## config.mk

```make
export PLATFORM = sky130hd
export DESIGN_NAME = uart_tx_fifo
export DESIGN_NICKNAME = d
export VERILOG_FILES = /design/src/rtl/uart_tx_fifo.sv
export SDC_FILE = /design/constraint.sdc
export NUM_CORES = 1
export LEC_CHECK = 0
export CORE_MARGIN = 2
export CORE_UTILIZATION = 38
export DETAILED_ROUTE_END_ITERATION = 12
export GPL_TIMING_DRIVEN = 0
export HOLD_SLACK_MARGIN = 0.05
export SLEW_MARGIN = 20
export SYNTH_ARGS = -nofsm -noshare
export SYNTH_HDL_FRONTEND = slang
export SYNTH_SLANG_ARGS = --single-unit
```

## constraint.sdc

```tcl
create_clock -name PCLK -period 5.5 [get_ports PCLK]
set_input_delay 1.1 -clock PCLK [delete_from_list [all_inputs] [get_ports PCLK]]
set_output_delay 1.1 -clock PCLK [all_outputs]
set_load 0.02 [all_outputs]
```

## src/rtl/uart_tx_fifo.sv

```systemverilog
// uart_tx_fifo: byte FIFO between the APB UART slave and the UART transmitter.
// Software writes bytes with push. The drain FSM hands them to the transmitter
// one at a time over a start/busy/done handshake. A byte leaves the FIFO only
// after the transmitter has shown busy in response to its start pulse.
module uart_tx_fifo #(
  parameter int DEPTH  = 8,
  parameter int DATA_W = 8
) (
  input  logic                     PCLK,
  input  logic                     PRESET,
  input  logic                     push,
  input  logic [DATA_W-1:0]        push_data,
  input  logic                     clr_ovf,
  input  logic                     tx_en,
  output logic                     full,
  output logic                     empty,
  output logic [$clog2(DEPTH):0]   count,
  output logic                     overflow,
  output logic                     start,
  output logic [DATA_W-1:0]        tx_data,
  input  logic                     tx_busy,
  input  logic                     tx_done
);

  localparam int AW = $clog2(DEPTH);
  localparam logic [AW:0] C_FULL  = (AW+1)'(DEPTH);
  localparam logic [AW:0] C_EMPTY = '0;

  typedef enum logic [1:0] {
    IDLE   = 2'd0,
    LAUNCH = 2'd1,
    ACK    = 2'd2,
    DONE   = 2'd3
  } state_t;

  logic [DATA_W-1:0] r_mem [DEPTH];
  logic [AW-1:0]     r_wr_ptr;
  logic [AW-1:0]     r_rd_ptr;
  logic [AW:0]       r_count;
  logic              r_overflow;
  logic [DATA_W-1:0] r_tx_data;
  state_t            r_state;
  state_t            w_next_state;

  logic w_full;
  logic w_empty;
  logic w_push_ok;
  logic w_load;
  logic w_pop;

  assign w_full    = (r_count == C_FULL);
  assign w_empty   = (r_count == C_EMPTY);
  // A push into a full FIFO is dropped even if a pop frees a slot on the same edge.
  assign w_push_ok = push && !w_full;
  // Latch the head byte only when the transmitter is idle and draining is allowed.
  assign w_load    = (r_state == IDLE) && tx_en && !w_empty && !tx_busy;
  // The head byte is consumed only once the transmitter has shown it accepted it.
  assign w_pop     = (r_state == ACK) && tx_busy;

  // Storage array write port; contents need no reset because count guards reads.
  always_ff @(posedge PCLK) begin
    if (w_push_ok) begin
      r_mem[r_wr_ptr] <= push_data;
    end
  end

  // Write/read pointers wrap naturally at DEPTH because DEPTH is a power of two.
  always_ff @(posedge PCLK or posedge PRESET) begin
    if (PRESET) begin
      r_wr_ptr <= '0;
      r_rd_ptr <= '0;
    end else begin
      if (w_push_ok) begin
        r_wr_ptr <= r_wr_ptr + 1'b1;
      end
      if (w_pop) begin
        r_rd_ptr <= r_rd_ptr + 1'b1;
      end
    end
  end

  // Occupancy counter: excludes the byte already handed to the transmitter.
  always_ff @(posedge PCLK or posedge PRESET) begin
    if (PRESET) begin
      r_count <= '0;
    end else begin
      case ({w_push_ok, w_pop})
        2'b10:   r_count <= r_count + 1'b1;
        2'b01:   r_count <= r_count - 1'b1;
        default: r_count <= r_count;
      endcase
    end
  end

  // Sticky overflow flag; a dropped push outranks a simultaneous clear.
  always_ff @(posedge PCLK or posedge PRESET) begin
    if (PRESET) begin
      r_overflow <= 1'b0;
    end else if (push && w_full) begin
      r_overflow <= 1'b1;
    end else if (clr_ovf) begin
      r_overflow <= 1'b0;
    end
  end

  // Byte presented to the transmitter; held stable from launch until the next load.
  always_ff @(posedge PCLK or posedge PRESET) begin
    if (PRESET) begin
      r_tx_data <= '0;
    end else if (w_load) begin
      r_tx_data <= r_mem[r_rd_ptr];
    end
  end

  // Drain FSM state register.
  always_ff @(posedge PCLK or posedge PRESET) begin
    if (PRESET) begin
      r_state <= IDLE;
    end else begin
      r_state <= w_next_state;
    end
  end

  // Drain FSM next-state logic: launch, check acceptance, wait for frame end.
  always_comb begin
    w_next_state = r_state;
    case (r_state)
      IDLE: begin
        if (w_load) begin
          w_next_state = LAUNCH;
        end else begin
          w_next_state = IDLE;
        end
      end
      LAUNCH: begin
        w_next_state = ACK;
      end
      ACK: begin
        // No busy means the transmitter refused the byte; retry from IDLE.
        if (tx_busy) begin
          w_next_state = DONE;
        end else begin
          w_next_state = IDLE;
        end
      end
      DONE: begin
        if (tx_done || !tx_busy) begin
          w_next_state = IDLE;
        end else begin
          w_next_state = DONE;
        end
      end
      default: begin
        w_next_state = IDLE;
      end
    endcase
  end

  assign full     = w_full;
  assign empty    = w_empty;
  assign count    = r_count;
  assign overflow = r_overflow;
  assign start    = (r_state == LAUNCH);
  assign tx_data  = r_tx_data;

endmodule

```

Word level (Yosys, flattened, before mapping)
Memory sizes are Yosys's and may differ from the RTL's. A register that Yosys moved wholly into a read port is not among the register bits.
Cells that the tools add are included.
{"block": "totals", "regBits": 13, "mem_bits_rw": 64, "in_bits": 15, "out_inout_bits": 16, "wordCells": 39, "n_memories": 1}
{"memory": "r_mem", "depth": 8, "width": 8, "read_ports": 1, "rd_ports_with_merged_regs": 1, "wr": 1, "line_no": "36", "rtl": "logic [DATA_W-1:0] r_mem [DEPTH];"}
{"block": "op_classes", "addsub": 4, "n_eq_ne": 6, "n_mux": 9, "reduce_logical": 14}
{"op": "case mux 2 bit (4 select lines)", "count": 1}
{"op": "case mux 4 bit (2 select lines)", "count": 1}
{"op": "adder 3 x 1 -> 3 bit (second input constant)", "count": 2}
{"op": "equality test 2 bit (second input constant)", "count": 3}
{"op": "logical AND 1 bit", "count": 6}
{"op": "two-way mux 1 bit", "count": 5}
{"op": "adder 4 x 1 -> 4 bit (second input constant)", "count": 1}
{"op": "equality test 2 x 1 -> 1 bit (second input constant)", "count": 2}
{"op": "equality test 4 bit (second input constant)", "count": 1}
{"op": "zero test 4 bit", "count": 1}
{"op": "two-way mux 2 bit", "count": 2}
{"op": "nonzero test 2 bit", "count": 2}
{"op": "subtractor 4 x 1 -> 4 bit (second input constant)", "count": 1}
{"op": "zero test 1 bit", "count": 3}
{"op": "zero test 2 bit", "count": 1}
{"op": "logical OR 1 bit", "count": 1}

Longest topological paths before layout
{"block": "depth", "word_depth": 6, "mapped_depth": 11, "ltp_nobuf": 10}

Worst setup path after synthesis
OpenSTA, ideal clock, no wires.
{"block": "synth_path", "path_type": "reg2reg", "startpoint": "register r_count[1], in the netlist count[1]", "endpoint": "register r_count[2], in the netlist count[2]", "setup_time_ps": 136, "arrival_ps": 2902, "t_required_ps": 5364, "slack_ps": 2463, "path_stages_with_launch": 12, "n_path_buf": 1, "period_less_slack_ps": 3037, "path_cell_list": "dfrtp_1 -> buf_2 -> nor4b_1 -> and2b_1 -> inv_1 -> ha_1 -> xor2_1 -> ha_1 -> a21oi_1 -> xor2_1 -> nor2_1 -> xor2_1"}
{"block": "synth_between", "elab_chain_len": 5, "word_cells_on_any_way": 9, "cone_classes": "add/sub (2); eq/ne (3); mux (1); reduce/logical (3)"}
{"element": "start: declaration", "line_no": "39", "rtl": "logic [AW:0] r_count;"}
{"element": "start signal: assignment", "line_no": "88", "rtl": "2'b10: r_count <= r_count + 1'b1;"}
{"element": "start signal: assignment", "line_no": "89", "rtl": "2'b01: r_count <= r_count - 1'b1;"}
{"element": "start signal: assignment", "line_no": "90", "rtl": "default: r_count <= r_count;"}
{"element": "equality test 4 bit (*)", "line_no": "51", "rtl": "assign w_full = (r_count == C_FULL);"}
{"element": "net full", "line_no": "15", "rtl": "output logic full,"}
{"element": "zero test 1 bit (*)", "line_no": "54", "rtl": "assign w_push_ok = push && !w_full;"}
{"element": "logical AND 1 bit (*)", "line_no": "54"}
{"element": "equality test 2 x 1 -> 1 bit or equality test 2 bit (tied branches)", "line_no": "87", "rtl": "case ({w_push_ok, w_pop})"}
{"element": "case mux 4 bit (2 select lines) or nonzero test 2 bit (tied branches)"}
The timed path passes the listed nets; every way through them passes the cells marked *.
A chain may end at the register's enable or synchronous reset.

Worst setup path after layout
{"block": "layout_path", "startpoint": "register r_count[1], in the netlist count[1]", "endpoint": "output port full"}
{"block": "layout_between", "elab_chain_len": 1}
{"element": "equality test 4 bit", "line_no": "51"}
{"element": "end: declaration", "line_no": "15"}
Every way passes these cells.

==> metrics.md <==
| Metric | Value |
|---|---|
| Cell chosen for the clock root | `sky130_fd_sc_hd__clkbuf_8` |
| Worst hold path cell count | `2` |
| Remaining global-route overflow | `0` |
| Total via count in the routed design | `1735` |
| Vias per inst | `a little under 5` |
| Post-Synthesis Cell Area | `3390 um^2` |
| Via count of the first global-routing pass | `1723` |
| Largest fanout of any net on the critical path | `8` |
| Outcome | `finished clean` |
| FFs w/ async S/R, synth | `0.247` |
| Type of origin of the critical path | `flop` |
| Number of antenna violations at the first check in global routing | `0` |
| Number of setup violations in the final report | `0` |
| Net total in the final layout | `258` |
| Synthesized netlist cell count | `195` |
| Clock edge transition at the registers on the reported setup and hold paths | `90 ps` |
| Diodes inserted | `0` |
| Required time of the critical path | `4400 ps` |
| CTS tree | `built` |
| Final-layout setup total negative slack | `0 ps` |
| Row Count | `34` |
| Num ports | `31` |
| Shortest period the worst path allows | `3200 ps` |
| Peak ir drop on the vdd network | `0.170 mV` |
| Power density cells | `504 nW/um^2` |
| Avg Inst Size Synth | `17.4 um^2` |
| Type of the worst setup path | `reg -> out` |
| Largest net degree at the start of global routing | `22` |
| Relative contribution of sequential cells to total power | `0.447` |
| Latest clock arrival within the worst-skew pair | `350 ps` |
| Relative contribution of combinational cells to total power | `0.354` |
| Proportion of total power due to net switching | `0.336` |
| Final hold violation count | `0` |
| Core outline area | `about 8700 um^2` |
| Path depth of the worst reg2reg path | `11` |
| Clock Sinks | `85` |
| Wire length of the first global-routing pass | `9.48 mm` |
| Initial cell density of the core | `0.391` |
| Commonest non-fill, non-tap cell in the layout | `sky130_fd_sc_hd__edfxtp_1` |
| CTS Buf Count | `9` |
| Internal power | `1350 uW` |
| Routability Congestion | `0.710` |
| Detailed-route wire length per cell | `17.4 um` |
| Detailed-router iteration count before antenna repair | `4` |
| Total length of routed wires | `6.10 mm` |
| Leakage power | `0.00144 uW` |
| Post-detailed-route DRC marker count | `0` |
| Clock buffer depth | `2` |
| Total net switching power | `a little under 700 uW` |
| Number of buffers inserted to repair setup after CTS | `0` |
| Input/output buffers | `30` |
| Signal arrival time at the worst endpoint | `around 2100 ps` |
| Count of routing violations after the opening detailed-route iteration | `56` |
| Detailed placement HPWL | `a little under 4 mm` |
| Worst slew margin relative to its limit | `0.368` |
| Number of storage elements in the synthesis netlist | `85` |
| Number of distinct standard cells referenced by the synthesized netlist | `32` |
| Hold crit path type | `reg -> reg` |
| Setup repair after global routing missed its margin | `false` |
| Commonest cells after routing, fill and taps aside | `sky130_fd_sc_hd__edfxtp_1, sky130_fd_sc_hd__clkdlybuf4s50_1, sky130_fd_sc_hd__nand2_1, sky130_fd_sc_hd__dfrtp_1, sky130_fd_sc_hd__mux4_2` |
| Clock network power share | `0.199` |
| Achievable clock frequency | `0.312 GHz` |
| Setup Slack @ Placement | `approximately 2300 ps` |
| DIE HEIGHT | `between 90 and 100 um` |
| Post-synth EDFFs | `64` |
| Tcrit/Tclk final | `0.582` |
| Crit path capture type | `output pin` |
| Count of instances resized after the clock tree is built | `0` |
| H-tree levels | `3` |
| Die outline area | `9700 um^2` |
| Pins Over Slew Limit | `0` |
| Layout cell share with drive strength beyond 1 | `0.185` |
| Hold-fix buffers, CTS | `0` |
| Layout filler cell count | `777` |
| Chip width | `98.5 um` |
| Post-Syn Nets | `215` |
| Sequential element share of the synthesized area | `0.722` |
| Number of maximum-capacitance violations | `0` |
| Number of nets still failing antenna checks after routing | `0` |
| Leading register cell type out of synthesis | `sky130_fd_sc_hd__edfxtp_1` |
| Actual transition at the worst max-transition pin | `about 940 ps` |
| Ys Warns | `0` |
| Global routing usage summed across all routing layers | `0.134` |
| PnR worst setup slack | `2300 ps` |
| Synthesis-to-finish area growth | `18.8%` |
| Clk_skew | `10.2 ps` |
## worst max-delay path, stage by stage, from the launching register on
cell	delay, ps
sky130_fd_sc_hd__dfrtp_1	380
sky130_fd_sc_hd__buf_2	160
sky130_fd_sc_hd__nor4b_1	510
sky130_fd_sc_hd__clkdlybuf4s50_1	710
## worst paths after layout
path	from	endpoint	slack [ps]
worst max-delay path	count[1]	full	2300
worst min-delay path	tx_data[1]	tx_data[1]	480
worst max register to register	count[1]	count[2]	2860
worst min register to register	tx_data[1]	tx_data[1]	480
max in group asynchronous	PRESET	tx_data[0]	3770
min in group asynchronous	PRESET	count[3]	1210
## power groups by stage
stage	sequential, uW	clock, uW	combinational [uW]
CTS	909	415	735
floorplan	962	0	430
detailed placement	924	0	733
finish	908	404	719
global placement	916	0	717
global route	924	443	790
## routing by layer
| metal | track usage | share of wire |
|---|---|---|
| met5 | 0 | 0 |
| met4 | 0.0421 | 0.012 |
| met3 | 0.0340 | 0.038 |
| met2 | 0.202 | 0.46 |
| met1 | 0.192 | 0.49 |
## final cells by class
| class | count | area (um^2) | share of cell area |
|---|---|---|---|
| repair buffers | 32 | 315 | 0.0782 |
| clock buffers | 9 | 124 | 0.0307 |
| clock inverters | 7 | 55.1 | 0.0137 |
| plain buffers | 9 | 50.0 | 0.0124 |
| multi-input cells | 98 | 893 | 0.222 |
| well taps | 108 | 135 | 0.0335 |
| flip-flops and latches | 85 | 2450 | 0.607 |
| inverters | 3 | 11.3 | 0.00279 |
## flip-flops by register name (all words and copies together) (netlist names)
name and cells:
r_wr_ptr 3, r_mem 64, tx_data 8, count 4, overflow 1, r_rd_ptr 3, r_state 2
## logic make-up (layout without fill, tap and decap cells)
family | after synthesis | after routing | synth area share
DFF | 85 | 85 | 0.722
and+or+nand+nor | 46 | 46 | 0.0638
muxes | 26 | 26 | 0.136
AOI/OAI and AO/OA | 13 | 13 | 0.0210
buffers and inverters | 12 | 60 | 0.0181
xor gates and xnor gates | 8 | 8 | 0.0207
adders and majority gates | 5 | 5 | 0.0184
## metrics by stage
stage	util	instances	total power, uW	hold WS, ps	instance area (um^2)
6_report	0.465	351	2030	482	4030
5_1_grt	0.465	351	2160	524	4030
3_3_place_gp	0.441	333	1630	462	3830
3_5_place_dp	0.444	335	1660	469	3850
2_1_floorplan	-	195	1390	487	3390
4_1_cts	0.465	351	2060	489	4030
## synthesized netlist by cell type, types with 2 or more instances
cell type	n	area, um^2
sky130_fd_sc_hd__edfxtp_1	64	1920
sky130_fd_sc_hd__ha_1	5	62.6
sky130_fd_sc_hd__xnor2_1	4	35.0
sky130_fd_sc_hd__nand2_1	21	78.8
sky130_fd_sc_hd__mux4_2	16	360
sky130_fd_sc_hd__inv_1	3	11.3
sky130_fd_sc_hd__xor2_1	4	35.0
sky130_fd_sc_hd__o21ai_0	9	45.0
sky130_fd_sc_hd__mux2i_1	8	80.1
sky130_fd_sc_hd__mux2_2	2	22.5
sky130_fd_sc_hd__nand2b_1	6	37.5
sky130_fd_sc_hd__nor2_1	9	33.8
sky130_fd_sc_hd__clkbuf_1	2	7.51
sky130_fd_sc_hd__nor3_1	2	10.0
sky130_fd_sc_hd__dfrtp_1	21	526
sky130_fd_sc_hd__buf_2	3	15.0
No activity file was read; power rests on OpenSTA's default activity.
